**config.mk**
```make
export PLATFORM = sky130hd
export DESIGN_NAME = mips_mem_arbiter_flat
export DESIGN_NICKNAME = d
export VERILOG_FILES = /design/src/rtl/mips_mem_pkg.sv /design/src/rtl/mips_mem_arbiter_if.sv /design/src/rtl/mips_mem_arbiter.sv /design/src/flat_wrapper.sv
export SDC_FILE = /design/constraint.sdc
export NUM_CORES = 1
export LEC_CHECK = 0
export ABC_AREA = 1
export ABC_CLOCK_PERIOD_IN_PS = 1500
export BUFFER_PORTS_ARGS = -buffer_cell sky130_fd_sc_hd__clkbuf_2
export CAP_MARGIN = 40
export CORE_AREA = 4 4 126 128
export DETAILED_ROUTE_END_ITERATION = 16
export DIE_AREA = 0 0 130 132
export PLACE_DENSITY_LB_ADDON = 0.08
export SYNTH_ARGS = -nofsm -noshare
export SYNTH_HDL_FRONTEND = slang
export SYNTH_SLANG_ARGS = --single-unit
```
**constraint.sdc**
```tcl
create_clock -name clock -period 1.5 [get_ports clock]
set_input_delay 0.15 -clock clock [delete_from_list [all_inputs] [get_ports clock]]
set_output_delay 0.15 -clock clock [all_outputs]
set_load 0.05 [all_outputs]
```
**src/rtl/mips_mem_pkg.sv**
```systemverilog
// Shared types for the MIPS unified-memory arbiter: FSM states, access owner
// and the width of the latency and streak counters.
package mips_mem_pkg;

  localparam int LAT_W = 4;

  typedef enum logic [1:0] {
    IDLE  = 2'd0,
    ISSUE = 2'd1,
    WAIT  = 2'd2,
    DONE  = 2'd3
  } state_e;

  typedef enum logic [1:0] {
    NONE = 2'd0,
    INST = 2'd1,
    DATA = 2'd2
  } owner_e;

endpackage

```
**src/rtl/mips_mem_arbiter_if.sv**
```systemverilog
// Pipeline-side (fetch/data) and memory-side signals of the arbiter.
// slave is the arbiter's view; master is the pipeline plus memory.
interface mips_mem_arbiter_if #(
  parameter int AW = 32,
  parameter int DW = 32
);

  logic          if_req;
  logic [AW-1:0] if_addr;
  logic [DW-1:0] if_rdata;
  logic          if_done;

  logic          mem_req;
  logic          mem_we;
  logic [AW-1:0] mem_addr;
  logic [DW-1:0] mem_wdata;
  logic [DW-1:0] mem_rdata;
  logic          mem_done;

  logic          stall_if;
  logic          stall_mem;

  logic          m_en;
  logic          m_we;
  logic [AW-1:0] m_addr;
  logic [DW-1:0] m_wdata;
  logic [DW-1:0] m_rdata;

  modport slave (
    input  if_req, if_addr, mem_req, mem_we, mem_addr, mem_wdata, m_rdata,
    output if_rdata, if_done, mem_rdata, mem_done, stall_if, stall_mem,
           m_en, m_we, m_addr, m_wdata
  );

  modport master (
    output if_req, if_addr, mem_req, mem_we, mem_addr, mem_wdata, m_rdata,
    input  if_rdata, if_done, mem_rdata, mem_done, stall_if, stall_mem,
           m_en, m_we, m_addr, m_wdata
  );

endinterface

```
**src/rtl/mips_mem_arbiter.sv**
```systemverilog
// Shares one fixed-latency unified memory between IF (fetch) and MEM (load/store).
// Data has priority; a consecutive-data-grant streak limit keeps fetch from starving.
module mips_mem_arbiter
  import mips_mem_pkg::*;
#(
  parameter int AW          = 32,
  parameter int DW          = 32,
  parameter int RD_LAT      = 2,
  parameter int MAX_DSTREAK = 4
) (
  input  logic              clock,
  input  logic              reset_n,
  mips_mem_arbiter_if.slave bus
);

  localparam logic [LAT_W-1:0] LP_RD_LAT  = LAT_W'(RD_LAT);
  localparam logic [LAT_W-1:0] LP_MAX_STK = LAT_W'(MAX_DSTREAK);

  state_e           r_state;
  state_e           w_state_nxt;
  owner_e           r_owner;
  logic             w_grant_data;
  logic             w_grant_inst;
  logic             w_complete;
  logic [LAT_W-1:0] r_lat_cnt;
  logic [LAT_W-1:0] r_streak;

  logic             r_m_en;
  logic             r_m_we;
  logic             r_store;
  logic [AW-1:0]    r_m_addr;
  logic [DW-1:0]    r_m_wdata;
  logic             r_if_done;
  logic             r_mem_done;
  logic [DW-1:0]    r_if_rdata;
  logic [DW-1:0]    r_mem_rdata;

  assign w_complete = (r_state == WAIT) && (r_lat_cnt == LAT_W'(1));

  // NOTE: every output of this block gets a default first, so no path leaves
  // a signal unassigned and no latch is inferred.
  always_comb begin
    w_state_nxt  = r_state;
    w_grant_data = 1'b0;
    w_grant_inst = 1'b0;
    unique case (r_state)
      IDLE: begin
        if (bus.mem_req && (!bus.if_req || (r_streak < LP_MAX_STK))) begin
          w_grant_data = 1'b1;
          w_state_nxt  = ISSUE;
        end else if (bus.if_req) begin
          w_grant_inst = 1'b1;
          w_state_nxt  = ISSUE;
        end
      end
      ISSUE:   w_state_nxt = WAIT;
      WAIT:    if (w_complete) w_state_nxt = DONE;
      DONE:    w_state_nxt = IDLE;
      default: w_state_nxt = IDLE;
    endcase
  end

  // NOTE: sequential state uses non-blocking assignments so every register
  // samples pre-edge values regardless of statement order.
  always_ff @(posedge clock or negedge reset_n) begin
    if (!reset_n) r_state <= IDLE;
    else          r_state <= w_state_nxt;
  end

  always_ff @(posedge clock or negedge reset_n) begin
    if (!reset_n) begin
      r_owner     <= NONE;
      r_lat_cnt   <= '0;
      r_streak    <= '0;
      r_m_en      <= 1'b0;
      r_m_we      <= 1'b0;
      r_store     <= 1'b0;
      r_m_addr    <= '0;
      r_m_wdata   <= '0;
      r_if_done   <= 1'b0;
      r_mem_done  <= 1'b0;
      r_if_rdata  <= '0;
      r_mem_rdata <= '0;
    end else begin
      // Strobe and write enable are high only for the single ISSUE cycle.
      r_m_en     <= w_grant_data | w_grant_inst;
      r_m_we     <= w_grant_data & bus.mem_we;
      r_if_done  <= w_complete && (r_owner == INST);
      r_mem_done <= w_complete && (r_owner == DATA);

      if (w_grant_data) begin
        r_owner   <= DATA;
        r_m_addr  <= bus.mem_addr;
        r_m_wdata <= bus.mem_wdata;
        r_store   <= bus.mem_we;
        // Streak only counts data grants that made a waiting fetch wait longer.
        if (!bus.if_req)                r_streak <= '0;
        else if (r_streak != LP_MAX_STK) r_streak <= r_streak + 1'b1;
      end else if (w_grant_inst) begin
        r_owner  <= INST;
        r_m_addr <= bus.if_addr;
        r_store  <= 1'b0;
        r_streak <= '0;
      end else if (r_state == DONE) begin
        r_owner <= NONE;
      end

      if (r_state == ISSUE)     r_lat_cnt <= LP_RD_LAT;
      else if (r_state == WAIT) r_lat_cnt <= r_lat_cnt - 1'b1;

      if (w_complete && (r_owner == INST)) r_if_rdata <= bus.m_rdata;
      // A store completion leaves the last load result visible.
      if (w_complete && (r_owner == DATA) && !r_store) r_mem_rdata <= bus.m_rdata;
    end
  end

  assign bus.m_en      = r_m_en;
  assign bus.m_we      = r_m_we;
  assign bus.m_addr    = r_m_addr;
  assign bus.m_wdata   = r_m_wdata;
  assign bus.if_done   = r_if_done;
  assign bus.mem_done  = r_mem_done;
  assign bus.if_rdata  = r_if_rdata;
  assign bus.mem_rdata = r_mem_rdata;
  assign bus.stall_if  = bus.if_req & ~r_if_done;
  assign bus.stall_mem = bus.mem_req & ~r_mem_done;

endmodule
```
**src/flat_wrapper.sv**
```systemverilog
// flat-port wrapper written by rule: the top's interface ports become plain ports
module mips_mem_arbiter_flat import mips_mem_pkg::*;
#(
  parameter int AW          = 32,
  parameter int DW          = 32,
  parameter int RD_LAT      = 2,
  parameter int MAX_DSTREAK = 4
)
  (clock, reset_n, bus_if_req, bus_if_addr, bus_mem_req, bus_mem_we, bus_mem_addr, bus_mem_wdata, bus_m_rdata, bus_if_rdata, bus_if_done, bus_mem_rdata, bus_mem_done, bus_stall_if, bus_stall_mem, bus_m_en, bus_m_we, bus_m_addr, bus_m_wdata);
  mips_mem_arbiter_if #(.AW(AW), .DW(DW)) bus_i ();
  input  logic clock;
  input  logic reset_n;
  input wire logic [$bits(bus_i.if_req)-1:0] bus_if_req;
  input wire logic [$bits(bus_i.if_addr)-1:0] bus_if_addr;
  input wire logic [$bits(bus_i.mem_req)-1:0] bus_mem_req;
  input wire logic [$bits(bus_i.mem_we)-1:0] bus_mem_we;
  input wire logic [$bits(bus_i.mem_addr)-1:0] bus_mem_addr;
  input wire logic [$bits(bus_i.mem_wdata)-1:0] bus_mem_wdata;
  input wire logic [$bits(bus_i.m_rdata)-1:0] bus_m_rdata;
  output wire logic [$bits(bus_i.if_rdata)-1:0] bus_if_rdata;
  output wire logic [$bits(bus_i.if_done)-1:0] bus_if_done;
  output wire logic [$bits(bus_i.mem_rdata)-1:0] bus_mem_rdata;
  output wire logic [$bits(bus_i.mem_done)-1:0] bus_mem_done;
  output wire logic [$bits(bus_i.stall_if)-1:0] bus_stall_if;
  output wire logic [$bits(bus_i.stall_mem)-1:0] bus_stall_mem;
  output wire logic [$bits(bus_i.m_en)-1:0] bus_m_en;
  output wire logic [$bits(bus_i.m_we)-1:0] bus_m_we;
  output wire logic [$bits(bus_i.m_addr)-1:0] bus_m_addr;
  output wire logic [$bits(bus_i.m_wdata)-1:0] bus_m_wdata;
  assign bus_i.if_req = bus_if_req;
  assign bus_i.if_addr = bus_if_addr;
  assign bus_i.mem_req = bus_mem_req;
  assign bus_i.mem_we = bus_mem_we;
  assign bus_i.mem_addr = bus_mem_addr;
  assign bus_i.mem_wdata = bus_mem_wdata;
  assign bus_i.m_rdata = bus_m_rdata;
  assign bus_if_rdata = bus_i.if_rdata;
  assign bus_if_done = bus_i.if_done;
  assign bus_mem_rdata = bus_i.mem_rdata;
  assign bus_mem_done = bus_i.mem_done;
  assign bus_stall_if = bus_i.stall_if;
  assign bus_stall_mem = bus_i.stall_mem;
  assign bus_m_en = bus_i.m_en;
  assign bus_m_we = bus_i.m_we;
  assign bus_m_addr = bus_i.m_addr;
  assign bus_m_wdata = bus_i.m_wdata;
  mips_mem_arbiter #(.AW(AW), .DW(DW), .RD_LAT(RD_LAT), .MAX_DSTREAK(MAX_DSTREAK)) u_core (.clock(clock), .reset_n(reset_n), .bus(bus_i));
endmodule
```
==> summary.txt, run 1 <==
Routing
  – DRT met1 WL: 7.91 mm
  – Vias: 5772
  – Drt initial violations: 265
  – DRT Pass-1 Iters: 4
  – Final ANT Viol Nets: 0
  – DRC viols: 0
  – DR vias/cell: 4.62
  – Wire length per cell: 14.5 um
  – Final wirelength: 18.1 mm
  – WL met3: 1.38 mm
  – Met2 wire len: 8.49 mm
  – Highest routing layer actually used: met4

Global routing
  – Vias in the first global route: approximately 5.6k
  – Global-route wire length before repair: 27.8 mm
  – Initial antenna violation count: 0
  – GRT overflow: 0
  – Largest net degree at the start of global routing: 66
  – Total track usage: 0.202

STA
  – Fin Setup TNS: 0 ns
  – Worst-Margin Slew: 0.451 ns
  – Slew Limit Headroom: 0.700
  – Fmax: 672 MHz
  – Period minus WS final: between 1 and 1.5 ns
  – Final setup viols: 0
  – Max-slew violations: 0
  – Setup Skew: 0.00775 ns
  – Final Hold Fails: 0
  – Period Utilization, post-route: 0.992
  – Unrepaired setup endpoints after global routing: yes

Clocking
  – CTS tree: done
  – CTS sink cnt: 145
  – Num CTS Buffers: 17
  – CTS clk-pin slew, worst paths: ~0.060 ns
  – Max clock buf depth: 2
  – Clock root buffer: clkbuf_16
  – # H-tree levels: 4
  – Clk Latency, worst-skew pair: 0.41 ns

Finish
  – Post-Layout Inst Area: about 9400 um^2
  – Footprint of the multi-input gates: 2260 um^2
  – Area occupied by registers: 3630 um^2
  – Final antenna diode count: 0
  – Layout cells sized above 1: 0.363
  – Fill count: 1308
  – Number of nets in the layout: 1193
  – Fin cells: 1250
  – Area growth syn-to-layout: 50.7%

Worst setup path
  – Crit. Startpoint: u_core.r_lat_cnt[1]
  – Worst reg2reg setup slack: around 0.013 ns
  – CP Class: flip-flop to flip-flop
  – CP endpoint kind: flip-flop
  – CP arrival: 1.78 ns
  – Crit path to: u_core.bus.if_rdata[4]
  – Reg2reg end: u_core.bus.if_rdata[4]
  – Critical Path Source Type: flip-flop
  – R2R cell count: 9
  – Crit path max fanout: 8
  – R2r startpoint: u_core.r_lat_cnt[1]
  – CP required: 1.80 ns

Logic synthesis
  – Seq/Total Area, Yosys: 0.583
  – Top post-synthesis cells by area: dfrtp_1 (58%), nand2_1 (20%), nand4_1 (3.3%)
  – Syn Area/Cell: 8.77 um^2
  – Dominant cell type by area after synthesis: dfrtp_1
  – Synth warnings: 0
  – Syn nets: 851
  – Mapped Area: approximately 6200 um^2
  – Synth Register Bits: 145
  – Cells after Synth: slightly above 700
  – Share of the synthesized area in the top cell type: 0.583
  – Yosys cell types: 27

Floorplanning
  – Die area: 17200 um^2
  – Starting Density: 0.418
  – Cell Rows: 45
  – Num ports: 267
  – Die height: around 130 um
  – Die Wd: 130 um
  – Core box area: approximately 15000 um^2

Hold path
  – Min-Delay Path Class: input port to flip-flop

Placement
  – DP HPWL: 11.9 mm
  – Port buffer count: between 200 and 300
  – Area post-placement: 7800 um^2
  – Placed Cells incl. Taps: 1146
  – Gp weighted congestion: 0.820

Power and ir drop
  – VDD IR-drop max: roughly 0.0012 V
  – PD cells: 2300 nW/um^2
  – Leak pwr: ~5.2 nW

Job
  – Max-cap violations: 0

Status
  – Status: completed
==> layout make-up <==
class,count,area share
Tap cell,188,0.0251
Clock buffer,21,0.0502
Timing Repair Buffer,366,0.262
Sequential cell,145,0.387
Inverter,51,0.0204
Clock inverter,9,0.0140
Multi-Input combinational cell,470,0.242
==> worst max-delay path, cell delays in order (launching register included) <==
cell and delay [ns]:
dfrtp_1 0.38, inv_2 0.08, ha_4 0.14, nand2_4 0.05, nor2_4 0.17, nand4_4 0.10
buf_12 0.17, clkbuf_16 0.17, nand2_2 0.06, o21ai_1 0.05
==> metal layers <==
layer  vias up  GRT usage
met4         0     0.0618
met2       207      0.325
met1      2624      0.267
met3        30     0.0539
met5         -          0
li1       2911          -
==> stage by stage <==
| step | total power, mW | hold WS [ns] | setup slack, ns | utilization |
|---|---|---|---|---|
| final | 21.5 | 0.0194 | 0.0125 | 0.631 |
| after global routing | 22.8 | 0.0198 | -0.0596 | 0.631 |
| after CTS | 21.4 | 0.000334 | 0.00343 | 0.610 |
| after detailed placement | 16.8 | -0.0469 | -0.0437 | 0.525 |
| after global placement | 16.8 | -0.0460 | -0.00419 | 0.525 |
| after floorplan | 14.1 | -0.146 | 0.0391 | - |
==> layout by cell type (no fill, tap or decap), types with 2 or more instances in the layout <==
| master | synthesis | final |
|---|---|---|
| clkbuf_2 | 2 | 265 |
| a21oi_1 | 3 | 3 |
| clkinvlp_4 | 0 | 3 |
| ha_2 | 0 | 2 |
| dfrtp_1 | 145 | 145 |
| nor2_1 | 8 | 8 |
| nand2_2 | 0 | 24 |
| clkbuf_8 | 0 | 3 |
| nand3_1 | 6 | 6 |
| clkinv_2 | 0 | 2 |
| o21ai_2 | 10 | 17 |
| inv_1 | 49 | 47 |
| nand2_1 | 328 | 301 |
| buf_12 | 0 | 8 |
| buf_4 | 4 | 16 |
| inv_2 | 2 | 4 |
| buf_8 | 0 | 2 |
| nand2_4 | 0 | 3 |
| bufinv_16 | 0 | 3 |
| o21ai_0 | 32 | 19 |
| clkbuf_16 | 0 | 21 |
| dlygate4sd3_1 | 0 | 66 |
| nand4_4 | 1 | 2 |
| o21ai_1 | 32 | 38 |
| nand4_1 | 33 | 33 |
| buf_6 | 10 | 5 |
| ha_1 | 9 | 6 |
==> sequential cells by signal, indices dropped and copies added, names as in the netlist, 2 cells and up <==
name,cells
u_core.r_lat_cnt,4
u_core.bus.m_wdata,32
u_core.bus.if_rdata,32
u_core.bus.m_addr,32
u_core.r_streak,4
u_core.r_owner,2
u_core.bus.mem_rdata,32
u_core.r_state,2
==> where the power goes <==
part	switching [mW]	internal [mW]	total (mW)
combinational	8.07	2.71	10.8
clock	1.58	2.73	4.31
sequential	0.942	5.51	6.45
==> how the worst min path moves through the flow <==
| stage | cells past startpoint | startpoint | to | slack, ns |
|---|---|---|---|---|
| floorplan | 0 | reset_n | u_core.bus.if_done | -0.15 |
| global placement | 1 | reset_n | u_core.bus.mem_rdata[8] | -0.05 |
| detailed placement | 1 | reset_n | u_core.bus.if_rdata[8] | -0.05 |
| CTS | 5 | bus_if_addr[16] | u_core.bus.m_addr[16] | 0.0003 |
| global route | 3 | bus_m_rdata[2] | u_core.bus.if_rdata[2] | 0.02 |
| finish | 5 | bus_if_addr[16] | u_core.bus.m_addr[16] | 0.02 |
==> cells in the mapped netlist <==
cell / count
clkbuf_2: 2
nand4_1: 33
a21oi_1: 3
buf_6: 10
nand3_1: 6
nand4_4: 1
buf_4: 4
clkbuf_1: 8
inv_2: 2
nor2_2: 1
inv_1: 49
buf_1: 2
or2_0: 1
o21ai_4: 1
o21ai_1: 32
a31oi_1: 1
dfrtp_1: 145
buf_2: 17
nor2_1: 8
o21ai_2: 10
and3_1: 1
nand3_2: 1
o22ai_1: 1
ha_1: 9
nand4_2: 1
o21ai_0: 32
nand2_1: 328
==> logic make-up after synthesis <==
logic type,after synthesis,synth area share
adder cells (fa/ha/maj),9,0.0181
flip-flops,145,0.583
buffers and inverters,94,0.0750
AO/OA/AOI/OAI,80,0.0726
AND/OR/NAND/NOR,381,0.251
==> timing repair <==
action,in CTS,in global routing
pin swaps,0,3
hold buffers,66,0
resized for setup,2,61
buffers inserted,0,1
gates cloned,0,7
setup endpoints to repair,32,81
endpoints found under the hold margin,230,0
Note: power is estimated with default switching activity, not from simulation.
==> inputs of run 2 (changes only) <==
CELL_PAD_IN_SITES_DETAIL_PLACEMENT = 0   (was default)
CELL_PAD_IN_SITES_GLOBAL_PLACEMENT = 1   (was default)
CORE_AREA = 4 4 147 149   (was 4 4 126 128)
DIE_AREA = 0 0 151 153   (was 0 0 130 132)
TNS_END_PERCENT = 50   (was default)
==> run 2 against run 1 <==
  * Sequential cell count is the same
  * Clock skew grew 0.0028 ns
  * Clock power shrank 2%
  * Die area grew 35%
  * Critical endpoint is now u_core.bus.if_rdata[5]
  * Largest cell class unchanged
  * Largest power group unchanged
  * Highest routed layer unchanged
==> summary.txt, run 2 (same netlist as run 1, synthesis figures left out) <==
Finish
  – Commonest non-fill, non-tap cells in the layout: nand2_1 (314), clkbuf_2 (265), dfrtp_1 (145) (was nand2_1 (301), clkbuf_2 (265), dfrtp_1 (145))
  – Layout cells sized above 1: 0.355 (was 0.363)
  – Final antenna diode count: 0 (unchanged)
  – Fill count: 1987 (was 1308)
  – Area growth syn-to-layout: 52.7% (was 50.7%)
  – Number of nets in the layout: 1196 (was 1193)
  – Final Util: 0.471 (was 0.631)
  – Area occupied by registers: 3630 um^2 (unchanged)
  – Fin cells: 1337 (was 1250)
  – Footprint of the multi-input gates: 2240 um^2 (was 2260 um^2)
  – Post-Layout Inst Area: 9500 um^2 (was 9380 um^2)
  – Commonest non-fill, non-tap cell in the layout: nand2_1 (unchanged)

Worst setup path
  – CP max-delay cell: dfrtp_1 (unchanged)
  – Reg2reg end: u_core.bus.if_rdata[5] (was u_core.bus.if_rdata[4])
  – R2r startpoint: u_core.r_lat_cnt[1] (unchanged)
  – CP Class: flip-flop to flip-flop (unchanged)
  – Worst reg2reg setup slack: 0.03 ns (was 0.01 ns)
  – Crit path max fanout: 14 (was 8)
  – Critical Path Source Type: flip-flop (unchanged)
  – R2R cell count: 9 (unchanged)
  – CP endpoint kind: flip-flop (unchanged)
  – CP required: 1.80 ns (about the same)
  – Crit. Startpoint: u_core.r_lat_cnt[1] (unchanged)
  – Critical path, cell by cell: inv_2, ha_4, nand2_4, nor2_4, nand4_4, buf_12, clkbuf_16, nand2_1, o21ai_1 (was inv_2, ha_4, nand2_4, nor2_4, nand4_4, buf_12, clkbuf_16, nand2_2, o21ai_1)
  – Max stage delay on crit path: 0.38 ns (about the same)
  – CP arrival: 1.77 ns (was 1.78 ns)

Power and ir drop
  – Seq pwr share: 0.296 (was 0.299)
  – Internal Pwr Total: 10.8 mW (was 10.9 mW)
  – Sw frac: 0.501 (was 0.492)
  – Power share of the combinational group: 0.508 (was 0.501)
  – Leak pwr: 5.26 nW (was 5.24 nW)
  – PD cells: 2280 nW/um^2 (was 2300 nW/um^2)
  – VDD IR-drop max: 0.00109 V (was 0.00124 V)
  – Sw power: 10.8 mW (was 10.6 mW)
  – Clk network pwr share: 0.196 (was 0.200)

STA
  – Fmax: 681 MHz (was 672 MHz)
  – Final Hold Fails: 0 (unchanged)
  – Period minus WS final: 1.47 ns (was 1.49 ns)
  – Unrepaired setup endpoints after global routing: yes (unchanged)
  – Fin Setup TNS: 0 ns (unchanged)
  – Slew Limit Headroom: 0.763 (was 0.700)
  – Period Utilization, post-route: 0.980 (was 0.992)
  – Worst-Margin Slew: 0.356 ns (was 0.451 ns)
  – Max-slew violations: 0 (unchanged)
  – Setup Skew: 0.0106 ns (was 0.00775 ns)
  – Final setup viols: 0 (unchanged)
  – Min setup slack post-route: 0.0307 ns (was 0.0125 ns)

Clocking
  – CTS sink cnt: 145 (unchanged)
  – Clk Latency, worst-skew pair: 0.41 ns (about the same)
  – Max clock buf depth: 2 (unchanged)
  – Clock root buffer: clkbuf_16 (unchanged)
  – CTS clk-pin slew, worst paths: 0.06 ns (about the same)
  – # H-tree levels: 4 (unchanged)
  – CTS tree: done (unchanged)
  – Num CTS Buffers: 17 (unchanged)

Floorplanning
  – Die height: 153 um (was 132 um)
  – Core box area: 20200 um^2 (was 14900 um^2)
  – Num ports: 267 (unchanged)
  – Die Wd: 151 um (was 130 um)
  – Die area: 23100 um^2 (was 17200 um^2)
  – Starting Density: 0.308 (was 0.418)
  – Cell Rows: 52 (was 45)

Placement
  – DP HPWL: 13.2 mm (was 11.9 mm)
  – Port buffer count: 266 (unchanged)
  – Gp weighted congestion: 0.740 (was 0.820)
  – Area post-placement: 7910 um^2 (was 7800 um^2)
  – Placed Cells incl. Taps: 1226 (was 1146)
  – Worst slack at placement: -0.0379 ns (was -0.0437 ns)

Global routing
  – Most Crowded Layer GR: met2 (unchanged)
  – Initial antenna violation count: 0 (unchanged)
  – Global-route wire length before repair: 30.2 mm (was 27.8 mm)
  – Vias in the first global route: 5660 (was 5576)
  – GR Layer Usage met2: 0.268 (was 0.325)
  – Grt met1 use: 0.219 (was 0.267)
  – Total track usage: 0.163 (was 0.202)
  – GRT overflow: 0 (unchanged)
  – GR Util met3: 0.0391 (was 0.0539)
  – Largest net degree at the start of global routing: 65 (was 66)

Status
  – Status: completed (unchanged)

Routing
  – DRC viols: 0 (unchanged)
  – Wire length per cell: 14.8 um (was 14.5 um)
  – Vias: 5805 (was 5772)
  – DRT Pass-1 Iters: 4 (unchanged)
  – Drt initial violations: 238 (was 265)
  – Final ANT Viol Nets: 0 (unchanged)
  – Final wirelength: 19.8 mm (was 18.1 mm)
  – DR vias/cell: 4.34 (was 4.62)

Hold path
  – Hold Crit Depth: 3 (was 5)
  – Min-Delay Path Class: input port to flip-flop (unchanged)
  – Hold path start: bus_m_rdata[1] (was bus_if_addr[16])
  – Hold Path End: u_core.bus.mem_rdata[1] (was u_core.bus.m_addr[16])

Job
  – Max-cap violations: 0 (unchanged)
-- run 2: cell count changes in the layout (fill, tap and decap cells not counted), sizes merged --
cell | before | now
clkinvlp | 3 | 4
inv | 52 | 56
bufinv | 3 | 2
dlygate4sd3 | 66 | 64
buf | 31 | 34
-- run 2: metal layers --
layer | wire [um] | share of wire | vias to the layer above
met3 | 1030 | 0.052 | 15
met2 | 9470 | 0.48 | 163
met1 | 9110 | 0.46 | 2706
li1 | - | - | 2921
met5 | 0 | 0 | -
met4 | 159 | 0.0080 | 0
-- run 2: metrics by stage --
step / power [mW] / hold WS [ns]
final: 21.6 / 0.000221
after floorplan: 14.1 / -0.146
after detailed placement: 17.0 / 0.0719
after CTS: 21.4 / 0.00296
after global routing: 22.9 / 0.00398
after global placement: 16.9 / 0.0699
-- run 2: critical path, delay by kind of cell (launching register included) --
kind / cells / cell delay (ns)
adder cells (fa/ha/maj): 1 / 0.13
AO/OA/AOI/OAI: 1 / 0.05
buffers and inverters: 3 / 0.43
flip-flops: 1 / 0.38
AND/OR/NAND/NOR: 4 / 0.37
-- run 2: repair_timing --
item	in CTS	in global routing
hold buffers	64	0
cloned	0	8
setup endpoints to repair	37	132
pin swaps	0	2
endpoints found under the hold margin	234	0
gates resized for setup	1	47
setup buffers	0	7
-- run 2: power groups by stage --
stage	logic, mW	registers [mW]	clock network (mW)
6_report	11.0	6.41	4.24
5_1_grt	11.8	6.61	4.54
4_1_cts	10.7	6.36	4.38
3_5_place_dp	10.6	6.39	0
3_3_place_gp	10.5	6.41	0
2_1_floorplan	2.72	11.4	0
-- run 2: worst max-delay path by stage --
stage,endpoint,slack [ns],cells after the start
3_3_place_gp,u_core.bus.m_addr[23],-0.03,8
2_1_floorplan,u_core.bus.m_wdata[10],0.04,8
4_1_cts,u_core.bus.m_wdata[7],-0.02,8
6_report,u_core.bus.if_rdata[5],0.03,9
3_5_place_dp,u_core.bus.m_wdata[7],-0.04,8
5_1_grt,u_core.bus.if_rdata[28],-0.06,8
-- run 2: layout make-up --
class | count | area share
timing repair buffer | 369 | 0.264
tap | 270 | 0.0356
multi-input combinational | 470 | 0.236
sequential | 145 | 0.382
clock inverter | 13 | 0.0159
clock buffer | 19 | 0.0456
inverter | 51 | 0.0204
==> inputs of run 3 (changes only) <==
ABC_CLOCK_PERIOD_IN_PS = 1700   (was 1500)
CORE_AREA = 4 4 135 137   (was 4 4 147 149)
DIE_AREA = 0 0 139 141   (was 0 0 151 153)
clock period = 1.7 ns   (was 1.5 ns; I/O delays follow)
==> run 3 against run 2 <==
  * Clock skew up 0.0022 ns
  * Sequential cell count unchanged
  * Core utilization up 5.4 points
  * First-iteration DRC count up 31%
  * Global-route usage up 2.2 points
  * Cell area down 5.7%
  * Fmax down 6.0%
  * Largest power group unchanged
==> summary.txt, run 3 (same netlist as run 1, synthesis figures left out) <==
Floorplanning
  – Die height: 141 um (was 153 um)
  – Die area: 19600 um^2 (was 23100 um^2)
  – Num ports: 267 (unchanged)
  – Core box area: 17100 um^2 (was 20200 um^2)
  – Die Wd: 139 um (was 151 um)
  – Starting Density: 0.365 (was 0.308)
  – Cell Rows: 48 (was 52)

Routing
  – DRC viols: 0 (unchanged)
  – DRT Pass-1 Iters: 5 (was 4)
  – DR vias/cell: 4.51 (was 4.34)
  – Final wirelength: 17.9 mm (was 19.8 mm)
  – Final ANT Viol Nets: 0 (unchanged)
  – Drt initial violations: 312 (was 238)
  – Vias: 5713 (was 5805)
  – Wire length per cell: 14.2 um (was 14.8 um)

STA
  – Min setup slack post-route: 0.136 ns (was 0.0307 ns)
  – Max-slew violations: 0 (unchanged)
  – Period Utilization, post-route: 0.920 (was 0.980)
  – Setup Skew: 0.0128 ns (was 0.0106 ns)
  – Final setup viols: 0 (unchanged)
  – Unrepaired setup endpoints after global routing: yes (unchanged)
  – Worst-Margin Slew: 0.527 ns (was 0.356 ns)
  – Slew Limit Headroom: 0.649 (was 0.763)
  – Fmax: 640 MHz (was 681 MHz)
  – WHS: 0.0124 ns (was 0.000221 ns)
  – Period minus WS final: 1.56 ns (was 1.47 ns)
  – Final Hold Fails: 0 (unchanged)

Job
  – Max-cap violations: 0 (unchanged)

Clocking
  – Num CTS Buffers: 17 (unchanged)
  – CTS tree: done (unchanged)
  – # H-tree levels: 4 (unchanged)
  – Clock root buffer: clkbuf_16 (unchanged)
  – Clk Latency, worst-skew pair: 0.42 ns (was 0.41 ns)
  – Max clock buf depth: 2 (unchanged)
  – CTS sink cnt: 145 (unchanged)
  – CTS clk-pin slew, worst paths: 0.07 ns (was 0.06 ns)
  – Setup repair bufs after CTS: 0 (unchanged)

Worst setup path
  – Critical path, cell by cell: inv_1, ha_1, nand4_2, buf_12, nand2_1, o21ai_0 (was inv_2, ha_4, nand2_4, nor2_4, nand4_4, buf_12, clkbuf_16, nand2_1, o21ai_1)
  – Crit path max fanout: 65 (was 14)
  – CP Class: flip-flop to flip-flop (unchanged)
  – CP required: 1.99 ns (was 1.80 ns)
  – CP arrival: 1.86 ns (was 1.77 ns)
  – CP delay by family, top: flip-flops (was buffers and inverters)
  – CP max-delay cell: dfrtp_1 (unchanged)
  – CP endpoint kind: flip-flop (unchanged)
  – Max stage delay on crit path: 0.42 ns (was 0.38 ns)
  – Critical Path Source Type: flip-flop (unchanged)
  – Worst Path Buf+Inv: 2 (was 3)

Global routing
  – Total track usage: 0.185 (was 0.163)
  – GRT overflow: 0 (unchanged)
  – Largest net degree at the start of global routing: 66 (was 65)
  – Initial antenna violation count: 1 (was 0)
  – Global-route wire length before repair: 29.6 mm (was 30.2 mm)
  – Vias in the first global route: 5769 (was 5660)

Finish
  – Commonest non-fill, non-tap cells in the layout: nand2_1 (328), clkbuf_2 (265), dfrtp_1 (145) (was nand2_1 (314), clkbuf_2 (265), dfrtp_1 (145))
  – Area growth syn-to-layout: 44.0% (was 52.7%)
  – Number of nets in the layout: 1172 (was 1196)
  – Layout cells sized above 1: 0.317 (was 0.355)
  – Final antenna diode count: 0 (unchanged)
  – Commonest non-fill, non-tap cell in the layout: nand2_1 (unchanged)

Power and ir drop
  – Internal Pwr Total: 8.99 mW (was 10.8 mW)
  – Leak pwr: 5.06 nW (was 5.26 nW)
  – Tot Pwr: 18.3 mW (was 21.6 mW)
  – VDD IR-drop max: 0.00117 V (was 0.00109 V)
  – Seq pwr share: 0.308 (was 0.296)
  – Sw frac: 0.509 (was 0.501)
  – Clk network pwr share: 0.193 (was 0.196)
  – Sw power: 9.33 mW (was 10.8 mW)
  – Power share of the combinational group: 0.499 (was 0.508)
  – PD cells: 2050 nW/um^2 (was 2280 nW/um^2)

Placement
  – Worst slack at placement: 0.105 ns (was -0.0379 ns)
  – Port buffer count: 266 (unchanged)
  – DP HPWL: 12.7 mm (was 13.2 mm)
  – Gp weighted congestion: 0.813 (was 0.740)

Hold path
  – Min-Delay Path Class: input port to flip-flop (unchanged)

Status
  – Status: completed (unchanged)
run 3: cell types whose count changed in the layout (fill, tap and decap cells not counted), sizes merged:
cell         before  now
dlygate4sd3      64   63
clkinvlp          4    6
buf              34   17
clkinv            2    3
bufinv            2    1
clkbuf          290  282
inv              56   55
run 3: path summary, 6_finish.rpt:
check	from	end	slack, ns	cells after the start
hold / removal	bus_m_rdata[25]	u_core.bus.mem_rdata[25]	0.01	3
hold reg to reg	u_core.bus.m_addr[26]	u_core.bus.m_addr[26]	0.48	2
setup / recovery	u_core.r_state[0]	u_core.bus.if_rdata[1]	0.14	6
max in group asynchronous	reset_n	u_core.bus.m_en	0.81	3
setup reg to reg	u_core.r_state[0]	u_core.bus.if_rdata[1]	0.14	6
min in group asynchronous	reset_n	u_core.bus.m_addr[9]	0.29	2
run 3: what timing repair did:
| action | in CTS | in global routing |
|---|---|---|
| setup endpoints to repair | 0 | 6 |
| resized for setup | 0 | 2 |
| hold buffers | 63 | 0 |
| endpoints found under the hold margin | 126 | 0 |
run 3: final cells by class:
type / count / area [um^2]
Multi-Input combinational cell: 470 / 2120
Inverter: 51 / 194
Timing Repair Buffer: 345 / 2170
Clock inverter: 14 / 134
Sequential cell: 145 / 3630
Tap cell: 225 / 282
Fill cell: 1623 / 8100
Clock buffer: 17 / 425
run 3: through the flow:
step                      utilization   TNS (ns)  cell area [um^2]  instances
after floorplan                     -          0              6220        709
after global placement          0.455          0              7760       1173
after detailed placement        0.455          0              7760       1173
after CTS                       0.525          0              8950       1267
after global routing            0.525  -0.000419              8950       1267
final                           0.525          0              8950       1267
run 3: worst min-delay path: stages:
cell and delay, ns:
clkbuf_2 0.08, inv_1 0.05, o21ai_0 0.08
run 3: routing by layer:
layer  global-route usage  vias up  wire [um]
li1                     -     2870          -
met1                0.244     2623       7870
met2                0.299      193       8600
met3               0.0570       25       1190
met4               0.0505        2        277
met5                    0        -          7
run 3: power groups by stage:
stage                     logic (mW)  registers, mW  clock network (mW)
after floorplan                 2.40           10.0                   0
after global placement          9.01           5.65                   0
after detailed placement        9.13           5.67                   0
after CTS                       9.24           5.64                3.64
after global routing            9.82           5.83                3.79
final                           9.14           5.64                3.53
